File: config.mk
export PLATFORM = sky130hd
export DESIGN_NAME = pulse_train_scheduler
export DESIGN_NICKNAME = d
export VERILOG_FILES = /design/src/rtl/pulse_sched_pkg.sv /design/src/rtl/pulse_phase_timer.sv /design/src/rtl/pulse_train_scheduler.sv
export SDC_FILE = /design/constraint.sdc
export NUM_CORES = 1
export LEC_CHECK = 0
export BUFFER_PORTS_ARGS = -buffer_cell sky130_fd_sc_hd__buf_2
export CAP_MARGIN = 40
export CORE_MARGIN = 4
export CORE_UTILIZATION = 50
export DETAILED_ROUTE_END_ITERATION = 12
export MAX_ROUTING_LAYER = met4
export PLACE_DENSITY = 0.72
export SLEW_MARGIN = 20
export SYNTH_ARGS = -nofsm -noshare
export SYNTH_HDL_FRONTEND = slang
export SYNTH_SLANG_ARGS = --single-unit
File: constraint.sdc
create_clock -name clock -period 2.3 [get_ports clock]
set_input_delay 0.23 -clock clock [delete_from_list [all_inputs] [get_ports clock]]
set_output_delay 0.23 -clock clock [all_outputs]
set_load 0.02 [all_outputs]
File: src/rtl/pulse_sched_pkg.sv
// Shared definitions for the pulse train scheduler.
//   - pulse_state_e : FSM state encoding (IDLE/HIGH/LOW/GAP, 2 bits)
//   - tmr_width()   : phase timer width for given HIGH_W/LOW_W/GAP_W
//   - TMR_W         : phase timer width for the default parameter set
//   - RR_LAST_RST   : round-robin pointer reset value (1 => requester 0 wins first)
package pulse_sched_pkg;

  typedef enum logic [1:0] {
    IDLE = 2'd0,
    HIGH = 2'd1,
    LOW  = 2'd2,
    GAP  = 2'd3
  } pulse_state_e;

  // Wide enough to hold the largest phase length itself, so no reload value
  // can ever wrap.
  function automatic int tmr_width(input int high_w, input int low_w, input int gap_w);
    int m;
    m = high_w;
    if (low_w > m) m = low_w;
    if (gap_w > m) m = gap_w;
    if (m < 1) m = 1;
    return $clog2(m + 1);
  endfunction

  localparam int TMR_W = tmr_width(3, 3, 2);

  localparam logic RR_LAST_RST = 1'b1;

endpackage

File: src/rtl/pulse_phase_timer.sv
// Loadable down-counter that times one pulse phase.
// Ports:
//   clock     in   system clock
//   reset     in   synchronous active-high reset (value -> 0)
//   load      in   load load_val this cycle (has priority over counting)
//   load_val  in   W-bit reload value
//   value     out  current count
//   zero      out  value == 0; the counter holds at zero
module pulse_phase_timer #(
  parameter int W = 2
) (
  input  logic         clock,
  input  logic         reset,
  input  logic         load,
  input  logic [W-1:0] load_val,
  output logic [W-1:0] value,
  output logic         zero
);

  logic [W-1:0] value_q, value_d;

  always_comb begin
    value_d = value_q;
    if (load) begin
      value_d = load_val;
    end else if (value_q != '0) begin
      value_d = value_q - 1'b1;
    end
  end

  always_ff @(posedge clock) begin
    if (reset) begin
      value_q <= '0;
    end else begin
      value_q <= value_d;
    end
  end

  assign value = value_q;
  assign zero  = (value_q == '0);

endmodule

File: src/rtl/pulse_train_scheduler.sv
// Shares one pulse-train output between two requesters. A round-robin
// arbiter picks an owner in IDLE; the FSM then emits count_i pulses, each
// HIGH_W cycles high followed by LOW_W cycles low, and pulses done[owner].
//
// Optional build macro PULSE_SCHED_GAP_EN: inserts a GAP state of GAP_W
// cycles (grant=0, busy=1) after the final low phase; done is issued on
// entry to GAP. Without it, LOW returns straight to IDLE.
//
// Ports:
//   clock      in   system clock, posedge
//   reset      in   synchronous active-high reset
//   req[1:0]   in   request levels, held until the matching done
//   count0/1   in   CNT_W-bit pulse count, sampled at grant; 0 masks the request
//   signal     out  registered pulse-train output
//   grant[1:0] out  one-hot owner of signal, 0 when not bursting
//   busy       out  state != IDLE
//   done[1:0]  out  one-cycle pulse on the owner's bit after the last low phase
//   state_dbg  out  current FSM state for observation
//
// Handshake: a requester raises req[i] with a nonzero count_i and holds it;
// the burst is non-abortable once granted, and done[i] marks completion. The
// next arbitration happens in the done cycle (state is already IDLE).
module pulse_train_scheduler
  import pulse_sched_pkg::*;
#(
  parameter int CNT_W  = 4,
  parameter int HIGH_W = 3,
  parameter int LOW_W  = 3,
  parameter int GAP_W  = 2
) (
  input  logic             clock,
  input  logic             reset,
  input  logic [1:0]       req,
  input  logic [CNT_W-1:0] count0,
  input  logic [CNT_W-1:0] count1,
  output logic             signal,
  output logic [1:0]       grant,
  output logic             busy,
  output logic [1:0]       done,
  output pulse_state_e     state_dbg
);

  localparam int TW = tmr_width(HIGH_W, LOW_W, GAP_W);
  localparam logic [TW-1:0] HIGH_LD = TW'(HIGH_W - 1);
  localparam logic [TW-1:0] LOW_LD  = TW'(LOW_W - 1);
`ifdef PULSE_SCHED_GAP_EN
  localparam logic [TW-1:0] GAP_LD  = TW'(GAP_W - 1);
`endif

  pulse_state_e     state_q, state_d;
  logic [1:0]       grant_q, grant_d;
  logic [1:0]       done_q, done_d;
  logic             signal_q, signal_d;
  logic [CNT_W-1:0] remaining_q, remaining_d;
  logic             rr_last_q, rr_last_d;

  logic          tmr_load;
  logic [TW-1:0] tmr_load_val;
  logic [TW-1:0] tmr_value;
  logic          tmr_zero;

  logic [1:0] eligible;
  logic       winner;

  pulse_phase_timer #(.W(TW)) u_timer (
    .clock    (clock),
    .reset    (reset),
    .load     (tmr_load),
    .load_val (tmr_load_val),
    .value    (tmr_value),
    .zero     (tmr_zero)
  );

  // A zero-count request is masked entirely.
  assign eligible[0] = req[0] && (count0 != '0);
  assign eligible[1] = req[1] && (count1 != '0);

  // Both eligible: the one that did not win last time. Otherwise the lone
  // eligible requester (meaningless when none is eligible; unused then).
  always_comb begin
    if (eligible == 2'b11) begin
      winner = ~rr_last_q;
    end else begin
      winner = ~eligible[0];
    end
  end

  always_comb begin
    state_d      = state_q;
    grant_d      = grant_q;
    done_d       = 2'b00;
    signal_d     = signal_q;
    remaining_d  = remaining_q;
    rr_last_d    = rr_last_q;
    tmr_load     = 1'b0;
    tmr_load_val = '0;

    case (state_q)
      IDLE: begin
        signal_d = 1'b0;
        grant_d  = 2'b00;
        if (eligible != 2'b00) begin
          state_d      = HIGH;
          grant_d      = winner ? 2'b10 : 2'b01;
          signal_d     = 1'b1;
          remaining_d  = winner ? count1 : count0;
          rr_last_d    = winner;
          tmr_load     = 1'b1;
          tmr_load_val = HIGH_LD;
        end
      end

      HIGH: begin
        if (tmr_zero) begin
          state_d      = LOW;
          signal_d     = 1'b0;
          remaining_d  = remaining_q - 1'b1;
          tmr_load     = 1'b1;
          tmr_load_val = LOW_LD;
        end
      end

      LOW: begin
        if (tmr_zero) begin
          if (remaining_q != '0) begin
            state_d      = HIGH;
            signal_d     = 1'b1;
            tmr_load     = 1'b1;
            tmr_load_val = HIGH_LD;
          end else begin
            done_d  = grant_q;
            grant_d = 2'b00;
`ifdef PULSE_SCHED_GAP_EN
            state_d      = GAP;
            tmr_load     = 1'b1;
            tmr_load_val = GAP_LD;
`else
            state_d = IDLE;
`endif
          end
        end
      end

`ifdef PULSE_SCHED_GAP_EN
      GAP: begin
        if (tmr_zero) begin
          state_d = IDLE;
        end
      end
`endif

      default: begin
        state_d  = IDLE;
        grant_d  = 2'b00;
        signal_d = 1'b0;
      end
    endcase
  end

  always_ff @(posedge clock) begin
    if (reset) begin
      state_q     <= IDLE;
      grant_q     <= 2'b00;
      done_q      <= 2'b00;
      signal_q    <= 1'b0;
      remaining_q <= '0;
      rr_last_q   <= RR_LAST_RST;
    end else begin
      state_q     <= state_d;
      grant_q     <= grant_d;
      done_q      <= done_d;
      signal_q    <= signal_d;
      remaining_q <= remaining_d;
      rr_last_q   <= rr_last_d;
    end
  end

  assign signal    = signal_q;
  assign grant     = grant_q;
  assign done      = done_q;
  assign busy      = (state_q != IDLE);
  assign state_dbg = state_q;

  // The timer value is only consumed through its zero flag.
  logic unused_tmr;
  assign unused_tmr = ^tmr_value;

endmodule

==> flow_summary.json, run 1 <==
{
  "synth_edf_count": 0,
  "grt_overflow": 0,
  "cp-end-kind": "flop",
  "max_clock_freq_mhz": 533,
  "yosysWarningCount": 0,
  "clk_pin_slew_ns": 0.08,
  "die_w_um": 49.4,
  "cp_data_required_time_ns": 2.51,
  "finalSetupTns_ns": 0,
  "synth_top_cell_area_share": 0.327,
  "ys.flop_type": "dfxtp_1",
  "max_slew_margin": 0.613,
  "yosys_register_bits": 14,
  "irDropWorstVdd_uv": 414,
  "holdPathStages": 3,
  "power_uw": 800,
  "firstDrtPassIters": 4,
  "syn_inst": 100,
  "leakagePower_uw": 0.000413,
  "synthTopCellsByCount": "14 x dfxtp_1, 8 x inv_1, 6 x a21oi_1, 6 x nor2_1",
  "htreeDepth": 1,
  "die_area_mm2": 0.00244,
  "ctsHoldBuffers": 0,
  "synth_cell_types": 41,
  "drt_iter0_markers": 17,
  "coreArea_mm2": 0.00156,
  "post_drt_wl_per_cell_um": 14.8,
  "setup_viol": 0,
  "nNetsFinal": 134,
  "syn_to_final_growth_pct": 13.2,
  "worst_slew_pin_slew_ns": 0.580,
  "rsz0062_at_grt": "false",
  "antennaDiodeCount": 0,
  "status": "finished, final reports clean",
  "post_route_cells_drive_above_1_share": 0.246,
  "synth_area_leader_cell": "dfxtp_1",
  "p_per_area_mw_per_mm2": 827,
  "synth.most_common_cell": "dfxtp_1",
  "die_h_um": 49.4,
  "syn_avg_cell_area_um2": 8.56,
  "grt_pass1_vias": 788,
  "io_buffers": 19,
  "vias": 832,
  "grt_use_total": 0.180,
  "crit_arrival_ns": 2.08,
  "placedCellCount": 131,
  "fin_area_um2": 968,
  "clk_latency_ns": 0.27,
  "synth_nets": 114,
  "antenna_found_initial": 0,
  "cts_root_buf": "clkbuf_4",
  "grt_max_degree": 15,
  "finalHoldViolCount": 0,
  "post-route-min-period_ns": 1.88,
  "numCtsBuffers": 3,
  "reg2regPathDepth": 6,
  "ctsLongestPathBuffers": 2,
  "drc_errors": 0,
  "syn_area_um2": 856,
  "io_pins": 20,
  "gp_congestion": 0.781,
  "cts_tree": "done",
  "cp_max_fo": 11,
  "min_path_type": "in -> reg",
  "worstSetupPathType": "reg -> reg",
  "initial_core_util": 0.549,
  "place_area_um2": 946,
  "ant_nets": 0,
  "worstSetupStartpointType": "flop",
  "async_flop_share": 0,
  "drt-vias-per-instance": 6.21,
  "dp_hpwl_um": 1500,
  "drv_cap": 0,
  "grt_pass1_wl_um": 3310,
  "final_cells": 134,
  "ctsResizeCount": 0,
  "drt-total-wl_um": 1980,
  "timing.final.crit_share": 0.815,
  "drv_slew": 0,
  "fin_worst_skew_ns": 0.000943,
  "ys_seq_area_frac": 0.327,
  "rows": 14,
  "yosys-top-cells-area": "dfxtp_1 33%, a21oi_1 3.5%, inv_1 3.5%, a31oi_1 2.9%, ha_1 2.9%",
  "clock-sinks": 14,
  "cts_setup_buffers": 0
}
flip-flops by register name, summed over array words and instances, names as in the netlist:
name           flops
signal             1
rr_last_q          1
u_timer.value      2
grant              2
done               2
state_dbg          2
remaining_q        4
area by class of cell:
cell class | count | area, um^2
clock buffers | 3 | 22.5
inverters | 8 | 30.0
well taps | 16 | 20.0
flip-flops and latches | 14 | 280
repair buffers | 19 | 95.1
fillers | 150 | 591
multi-input cells | 74 | 520
where the power goes:
group / total (uW) / leakage (uW) / switching [uW] / internal, uW
clock network: 136 / 0.0000138 / 75.4 / 60.5
registers: 327 / 0.000115 / 46.9 / 280
logic: 337 / 0.000284 / 189 / 148
per-layer routing:
| metal | part of all wire | wire, um | GRT usage |
|---|---|---|---|
| met2 | 0.47 | 929 | 0.295 |
| met3 | 0.067 | 133 | 0.0336 |
| met1 | 0.45 | 887 | 0.206 |
| met4 | 0.015 | 30 | 0.0968 |
| met5 | 0 | 0 | - |
placed cells by master (no fill, tap or decap), types with 4 or more instances in the layout:
| cell | instances |
|---|---|
| nor3_1 | 4 |
| buf_2 | 19 |
| nor2_1 | 6 |
| a31oi_1 | 4 |
| a21oi_1 | 6 |
| o21ai_0 | 4 |
| dfxtp_1 | 14 |
| inv_1 | 8 |
critical path, cell delays in order, from the launching register on:
cell      delay [ns]
dfxtp_1         0.33
inv_1           0.06
ha_1            0.34
nand3b_1        0.29
or3_1           0.42
a31o_2          0.25
a21oi_1         0.11
logic make-up after synthesis:
| family | share of synthesized area |
|---|---|
| compound gates | 0.354 |
| simple gates | 0.225 |
| flops | 0.327 |
| buf+inv | 0.0643 |
| fa+ha+maj | 0.0292 |
final timing paths:
path	startpoint	slack, ns	end
max reg2reg	u_timer.value[0]$_SDFFE_PP0P_	0.42	remaining_q[3]$_SDFFE_PP0P_
max	u_timer.value[0]$_SDFFE_PP0P_	0.42	remaining_q[3]$_SDFFE_PP0P_
min reg2reg	u_timer.value[0]$_SDFFE_PP0P_	0.49	u_timer.value[0]$_SDFFE_PP0P_
min	count1[1]	0.26	remaining_q[1]$_SDFFE_PP0P_
metrics by stage:
step	setup WS [ns]	util	hold slack, ns
floorplan	0.781	-	0.306
global placement	0.556	0.607	0.473
detailed placement	0.480	0.607	0.477
CTS	0.437	0.621	0.247
global route	0.301	0.621	0.264
finish	0.425	0.621	0.258
Power figures use the tool's default switching activity.
==> inputs of run 2 (changes only) <==
Clock period 2.3 ns to 1.9 ns, I/O delays scaled along.
==> run 2 against run 1 <==
Register-to-register slack lost 0.24 ns. Non-clock buffer count grew 4. First-iteration DRC count grew 47%. Setup slack lost 0.24 ns. Critical path type unchanged. Critical endpoint unchanged. Highest routed layer unchanged.
==> flow_summary.json, run 2 (synthesis results as in run 1) <==
{
  "grt_pass1_vias": 788,
  "reg2regPathDepth": 7,
  "status": "finished, final reports clean",
  "io_pins": 20,
  "coreArea_mm2": 0.00156,
  "multi_input_area_um2": 520,
  "post_route_cells_drive_above_1_share": 0.276,
  "antennaDiodeCount": 0,
  "drt_iter0_markers": 25,
  "ctsHoldBuffers": 0,
  "htreeDepth": 1,
  "pwr-share-seq": 0.375,
  "worst_slew_pin_slew_ns": 0.534,
  "setup_viol": 0,
  "cts_root_buf": "clkbuf_4",
  "worstSetupStartpointType": "flop",
  "die_h_um": 49.4,
  "post_drt_wl_per_cell_um": 14.8,
  "min_path_type": "in -> reg",
  "p_per_area_mw_per_mm2": 1020,
  "fillers": 136,
  "clock-sinks": 14,
  "syn_to_final_growth_pct": 18.3,
  "placedCellCount": 135,
  "max_slew_margin": 0.644,
  "critical_path.top_delay_family": "compound AO/OA/AOI/OAI gates",
  "rows": 14,
  "cp_data_required_time_ns": 2.07,
  "seqCellArea_um2": 280,
  "cp_cell_sequence": "inv_1 -> ha_1 -> nand3b_1 -> buf_4 -> o21ai_0 -> a2bb2oi_1 -> a21oi_1",
  "final_cell_mix": "19 x buf_2, 14 x dfxtp_1, 8 x inv_1, 6 x a21oi_1, 6 x nor2_1",
  "die_w_um": 49.4,
  "rsz0062_at_grt": "false",
  "rr_startpoint": "u_timer.value[0]$_SDFFE_PP0P_",
  "firstDrtPassIters": 4,
  "r2r-end": "remaining_q[3]$_SDFFE_PP0P_",
  "max_clock_freq_mhz": 583,
  "ctsResizeCount": 0,
  "cp-end-kind": "flop",
  "grt_pass1_wl_um": 3450,
  "post-route-min-period_ns": 1.72,
  "cp_max_fo": 11,
  "internal-power_uw": 649,
  "top_register": "remaining_q",
  "worstHoldStart": "count1[1]",
  "die_area_mm2": 0.00244,
  "p_clk_frac": 0.208,
  "dp_hpwl_um": 1540,
  "holdPathStages": 3,
  "final_cells": 139,
  "clk_pin_slew_ns": 0.08,
  "min_to": "remaining_q[1]$_SDFFE_PP0P_",
  "fin_area_mm2": 0.00101,
  "whs_ns": 0.208,
  "comb_power_share": 0.417,
  "cts_tree": "done",
  "place_area_um2": 976,
  "ant_nets": 0,
  "leakagePower_uw": 0.000440,
  "swShare": 0.374,
  "slowest_stage": "ha_1",
  "cts_setup_buffers": 0,
  "r2r_slack_ns": 0.18,
  "finalSetupTns_ns": 0,
  "ctsLongestPathBuffers": 2,
  "crit_arrival_ns": 1.89,
  "cp_num_buf_inv": 2,
  "drt-vias-per-instance": 6.24,
  "grt_max_degree": 15,
  "vias": 868,
  "antenna_found_initial": 0,
  "numCtsBuffers": 3,
  "grt_overflow": 0,
  "final_util": 0.649,
  "timing.final.crit_share": 0.903,
  "p_switching_uw": 388,
  "slowest_delay_ns": 0.35,
  "grt_use_total": 0.187,
  "io_buffers": 19,
  "drc_errors": 0,
  "layout_commonest_cell": "buf_2",
  "largest_register_ffs": 4,
  "initial_core_util": 0.549,
  "finalHoldViolCount": 0,
  "drv_slew": 0,
  "nNetsFinal": 138,
  "irDropWorstVdd_uv": 576,
  "fin_worst_skew_ns": 0.000735,
  "worstSetupPathType": "reg -> reg",
  "gp_congestion": 0.817,
  "drt-total-wl_um": 2050,
  "clk_latency_ns": 0.28,
  "drv_cap": 0
}
[run 2: cell count changes in the layout (fill, tap and decap cells not counted)]
cell | before | now
buf_4 | 0 | 4
clkbuf_8 | 0 | 1
[run 2: power by group through the flow]
stage	sequential [uW]	combinational [uW]	clock, uW
global route	398	479	246
finish	389	433	216
CTS	388	432	219
global placement	394	425	0
floorplan	397	313	0
detailed placement	395	429	0
[run 2: metal layers]
layer,track usage,vias to the layer above,wire [um]
met5,-,-,0
met4,0.0968,0,50
met3,0.0306,5,122
met2,0.290,30,939
met1,0.231,406,940
li1,-,427,-
[run 2: worst register-to-register path: cells and delay by family (launching register included)]
kind,cells,cell delay [ns]
AO/OA/AOI/OAI,3,0.52
flip-flops,1,0.34
AND/OR/NAND/NOR,1,0.15
adder cells (fa/ha/maj),1,0.35
buffers and inverters,2,0.25
[run 2: stage by stage]
stage          power (uW)  worst slack (ns)
6_report             1040             0.185
5_1_grt              1120            0.0604
4_1_cts              1040             0.194
3_5_place_dp          824             0.232
3_3_place_gp          819             0.272
2_1_floorplan         711             0.381
[run 2: final cells by class]
cell class	count	area share
Inverter	8	0.0297
Multi-Input combinational cell	74	0.514
Sequential cell	14	0.277
Clock buffer	4	0.0358
Tap cell	16	0.0198
Timing Repair Buffer	23	0.124
[run 2: worst max-delay path by stage]
stage / startpoint / to / slack (ns) / depth (start not counted)
finish: u_timer.value[0]$_SDFFE_PP0P_ / remaining_q[3]$_SDFFE_PP0P_ / 0.18 / 7
global route: u_timer.value[0]$_SDFFE_PP0P_ / remaining_q[3]$_SDFFE_PP0P_ / 0.06 / 7
CTS: u_timer.value[0]$_SDFFE_PP0P_ / remaining_q[3]$_SDFFE_PP0P_ / 0.19 / 7
detailed placement: u_timer.value[0]$_SDFFE_PP0P_ / remaining_q[3]$_SDFFE_PP0P_ / 0.23 / 7
global placement: u_timer.value[0]$_SDFFE_PP0P_ / remaining_q[3]$_SDFFE_PP0P_ / 0.27 / 7
floorplan: state_dbg[1]$_SDFFE_PP0P_ / remaining_q[3]$_SDFFE_PP0P_ / 0.38 / 6
==> inputs of run 3 (changes only) <==
Settings changed: SYNTH_HIERARCHICAL set to 1.
==> run 3 against run 2 <==
Die area grew 1.5%. Sequential share of layout area shrank 0.068 points. Clock skew grew 0.0045 ns. Non-clock buffer count shrank 2. Synthesized cell count shrank 1.0%. Register-to-register slack gained 0.02 ns. Largest power group unchanged. Maximum frequency grew 1.1%. Synthesized area grew 1.8%. Hold slack gained 0.014 ns.
==> flow_summary.json, run 3 <==
{
  "vias": 833,
  "synthMuxAreaShare": 0,
  "grt_overflow": 0,
  "die_w_um": 49.7,
  "worstSetupPathType": "reg -> reg",
  "largest_register_ffs": 4,
  "ctsHoldBuffers": 0,
  "cts_tree": "done",
  "layout_commonest_cell": "buf_2",
  "holdPathStages": 2,
  "io_buffers": 19,
  "die_h_um": 49.7,
  "synth_cell_types": 42,
  "drv_cap": 0,
  "fin_worst_skew_ns": 0.00525,
  "finalHoldViolCount": 0,
  "yosysWarningCount": 6,
  "reg2regPathDepth": 7,
  "antenna_found_initial": 0,
  "dp_hpwl_um": 1600,
  "syn_area_um2": 871,
  "firstDrtPassIters": 4,
  "setup_viol": 0,
  "leakagePower_uw": 0.000434,
  "cp_max_fo": 5,
  "drv_slew": 0,
  "final_util": 0.644,
  "worstSetupStartpointType": "flop",
  "rows": 14,
  "worstHoldStart": "reset",
  "r2r-end": "u_timer/value[1]$_SDFFE_PP0P_",
  "cp_data_required_time_ns": 2.09,
  "grt_max_degree": 13,
  "nNetsFinal": 137,
  "max_clock_freq_mhz": 590,
  "top_register": "remaining_q",
  "synth_edf_count": 0,
  "clock-sinks": 14,
  "synth_top_family_by_area": "compound AO/OA/AOI/OAI gates",
  "io_pins": 20,
  "r2r_slack_ns": 0.20,
  "antennaDiodeCount": 0,
  "cts_setup_buffers": 0,
  "timing.final.crit_share": 0.892,
  "post_drt_wl_per_cell_um": 15.0,
  "ctsResizeCount": 0,
  "syn_avg_cell_area_um2": 8.80,
  "numCtsBuffers": 3,
  "status": "finished, final reports clean",
  "grt_pass1_wl_um": 3570,
  "rr_startpoint": "remaining_q[0]$_SDFFE_PP0P_",
  "crit_arrival_ns": 1.89,
  "min_to": "grant[0]$_SDFFE_PP0P_",
  "min_path_type": "in -> reg",
  "cp-end-kind": "flop",
  "rsz0062_at_grt": "false",
  "syn_inst": 99,
  "yosys_register_bits": 14,
  "async_flop_share": 0,
  "ys.flop_type": "dfxtp_1",
  "final_cell_mix": "19 x buf_2, 14 x dfxtp_1, 10 x nor2_1, 7 x inv_1",
  "synth.most_common_cell": "dfxtp_1",
  "p_per_area_mw_per_mm2": 1490,
  "gp_congestion": 0.803,
  "synth_top_cell_area_share": 0.322,
  "initial_core_util": 0.552,
  "post-route-min-period_ns": 1.70,
  "finalSetupTns_ns": 0,
  "synthTopCellsByCount": "14 x dfxtp_1, 10 x nor2_1, 7 x inv_1",
  "drt-total-wl_um": 2050,
  "ant_nets": 0,
  "coreArea_mm2": 0.00158,
  "fillers": 142,
  "synthAdderAreaFrac": 0.0287,
  "cts_root_buf": "clkbuf_4",
  "synth-xor-area-share": 0.0101,
  "clk_latency_ns": 0.28,
  "grt_pass1_vias": 789,
  "synth-simple-area-share": 0.224,
  "ys_seq_area_frac": 0.322,
  "irDropWorstVdd_uv": 837,
  "yosys-top-cells-area": "dfxtp_1 32%, o41ai_4 6.3%, nor2_1 4.3%, inv_1 3.0%, a221oi_1 3.0%",
  "drt_iter0_markers": 34,
  "syn_to_final_growth_pct": 16.5,
  "post_route_cells_drive_above_1_share": 0.264,
  "synth_compound_area_frac": 0.371,
  "ctsLongestPathBuffers": 2,
  "clk_pin_slew_ns": 0.08,
  "drt-vias-per-instance": 6.08,
  "die_area_mm2": 0.00247,
  "synth_area_leader_cell": "dfxtp_1",
  "synth_nets": 113,
  "grt_use_total": 0.191,
  "drc_errors": 0,
  "htreeDepth": 1
}
[run 3: cell count changes after synthesis, moves of 2 or more]
cell      change
o21a_1        -2
or3_1         -3
o41ai_4       +2
o41a_1        -2
nor3_1        -2
a211oi_1      -3
nor2_1        +4
a221oi_1      +3
o21ai_1       +5
a31oi_1       -3
[run 3: layout make-up]
cell class / count / area (um^2) / share of cell area
inverters: 7 / 26.3 / 0.0259
clock buffers: 3 / 22.5 / 0.0222
repair buffers: 21 / 110 / 0.109
multi-input cells: 76 / 556 / 0.547
flip-flops and latches: 14 / 280 / 0.276
well taps: 16 / 20.0 / 0.0197
[run 3: metrics by stage]
step | cell area [um^2] | hold WS, ns | std cells | worst slack [ns] | power (uW)
floorplan | 871 | 0.292 | 99 | 0.380 | 1110
global placement | 992 | 0.465 | 134 | 0.315 | 1320
CTS | 1010 | 0.220 | 137 | 0.214 | 1510
finish | 1010 | 0.222 | 137 | 0.204 | 1510
global route | 1010 | 0.231 | 137 | 0.00752 | 1650
detailed placement | 992 | 0.470 | 134 | 0.243 | 1340
[run 3: per-layer routing]
metal	part of all wire	track usage	vias to the layer above
met5	0	-	-
met4	0.018	0.0737	0
met3	0.049	0.0422	5
met2	0.46	0.286	29
met1	0.48	0.250	382
li1	-	-	417
[run 3: worst max-delay path by stage]
stage                                     start                       endpoint  cells after the start
floorplan             state_dbg[1]$_SDFFE_PP0P_  u_timer/value[1]$_SDFFE_PP0P_                      4
global placement    remaining_q[0]$_SDFFE_PP0P_  u_timer/value[1]$_SDFFE_PP0P_                      7
detailed placement  remaining_q[0]$_SDFFE_PP0P_  u_timer/value[1]$_SDFFE_PP0P_                      7
CTS                 remaining_q[0]$_SDFFE_PP0P_  u_timer/value[1]$_SDFFE_PP0P_                      7
global route        remaining_q[0]$_SDFFE_PP0P_  u_timer/value[1]$_SDFFE_PP0P_                      7
finish              remaining_q[0]$_SDFFE_PP0P_  u_timer/value[1]$_SDFFE_PP0P_                      7
[run 3: cells by family (layout without fill, tap and decap cells)]
logic type               count (synthesis)  count (layout)
AO/OA/AOI/OAI                           38              38
XOR/XNOR                                 1               1
adder cells (fa/ha/maj)                  2               2
buffers and inverters                    9              31
flip-flops                              14              14
other                                    1               1
AND/OR/NAND/NOR                         34              34
[run 3: report_power, final]
| group | switching (uW) | internal, uW |
|---|---|---|
| logic | 494 | 362 |
| registers | 94.3 | 389 |
| clock network | 94.7 | 73.7 |
[run 3: worst max-delay path, cell delays in order (launching register included)]
cell and delay, ns:
dfxtp_1 0.34, inv_1 0.06, ha_1 0.17, nor3b_1 0.28, nor2_1 0.11, o21ai_0 0.16, nand2_1 0.15, o41ai_2 0.33
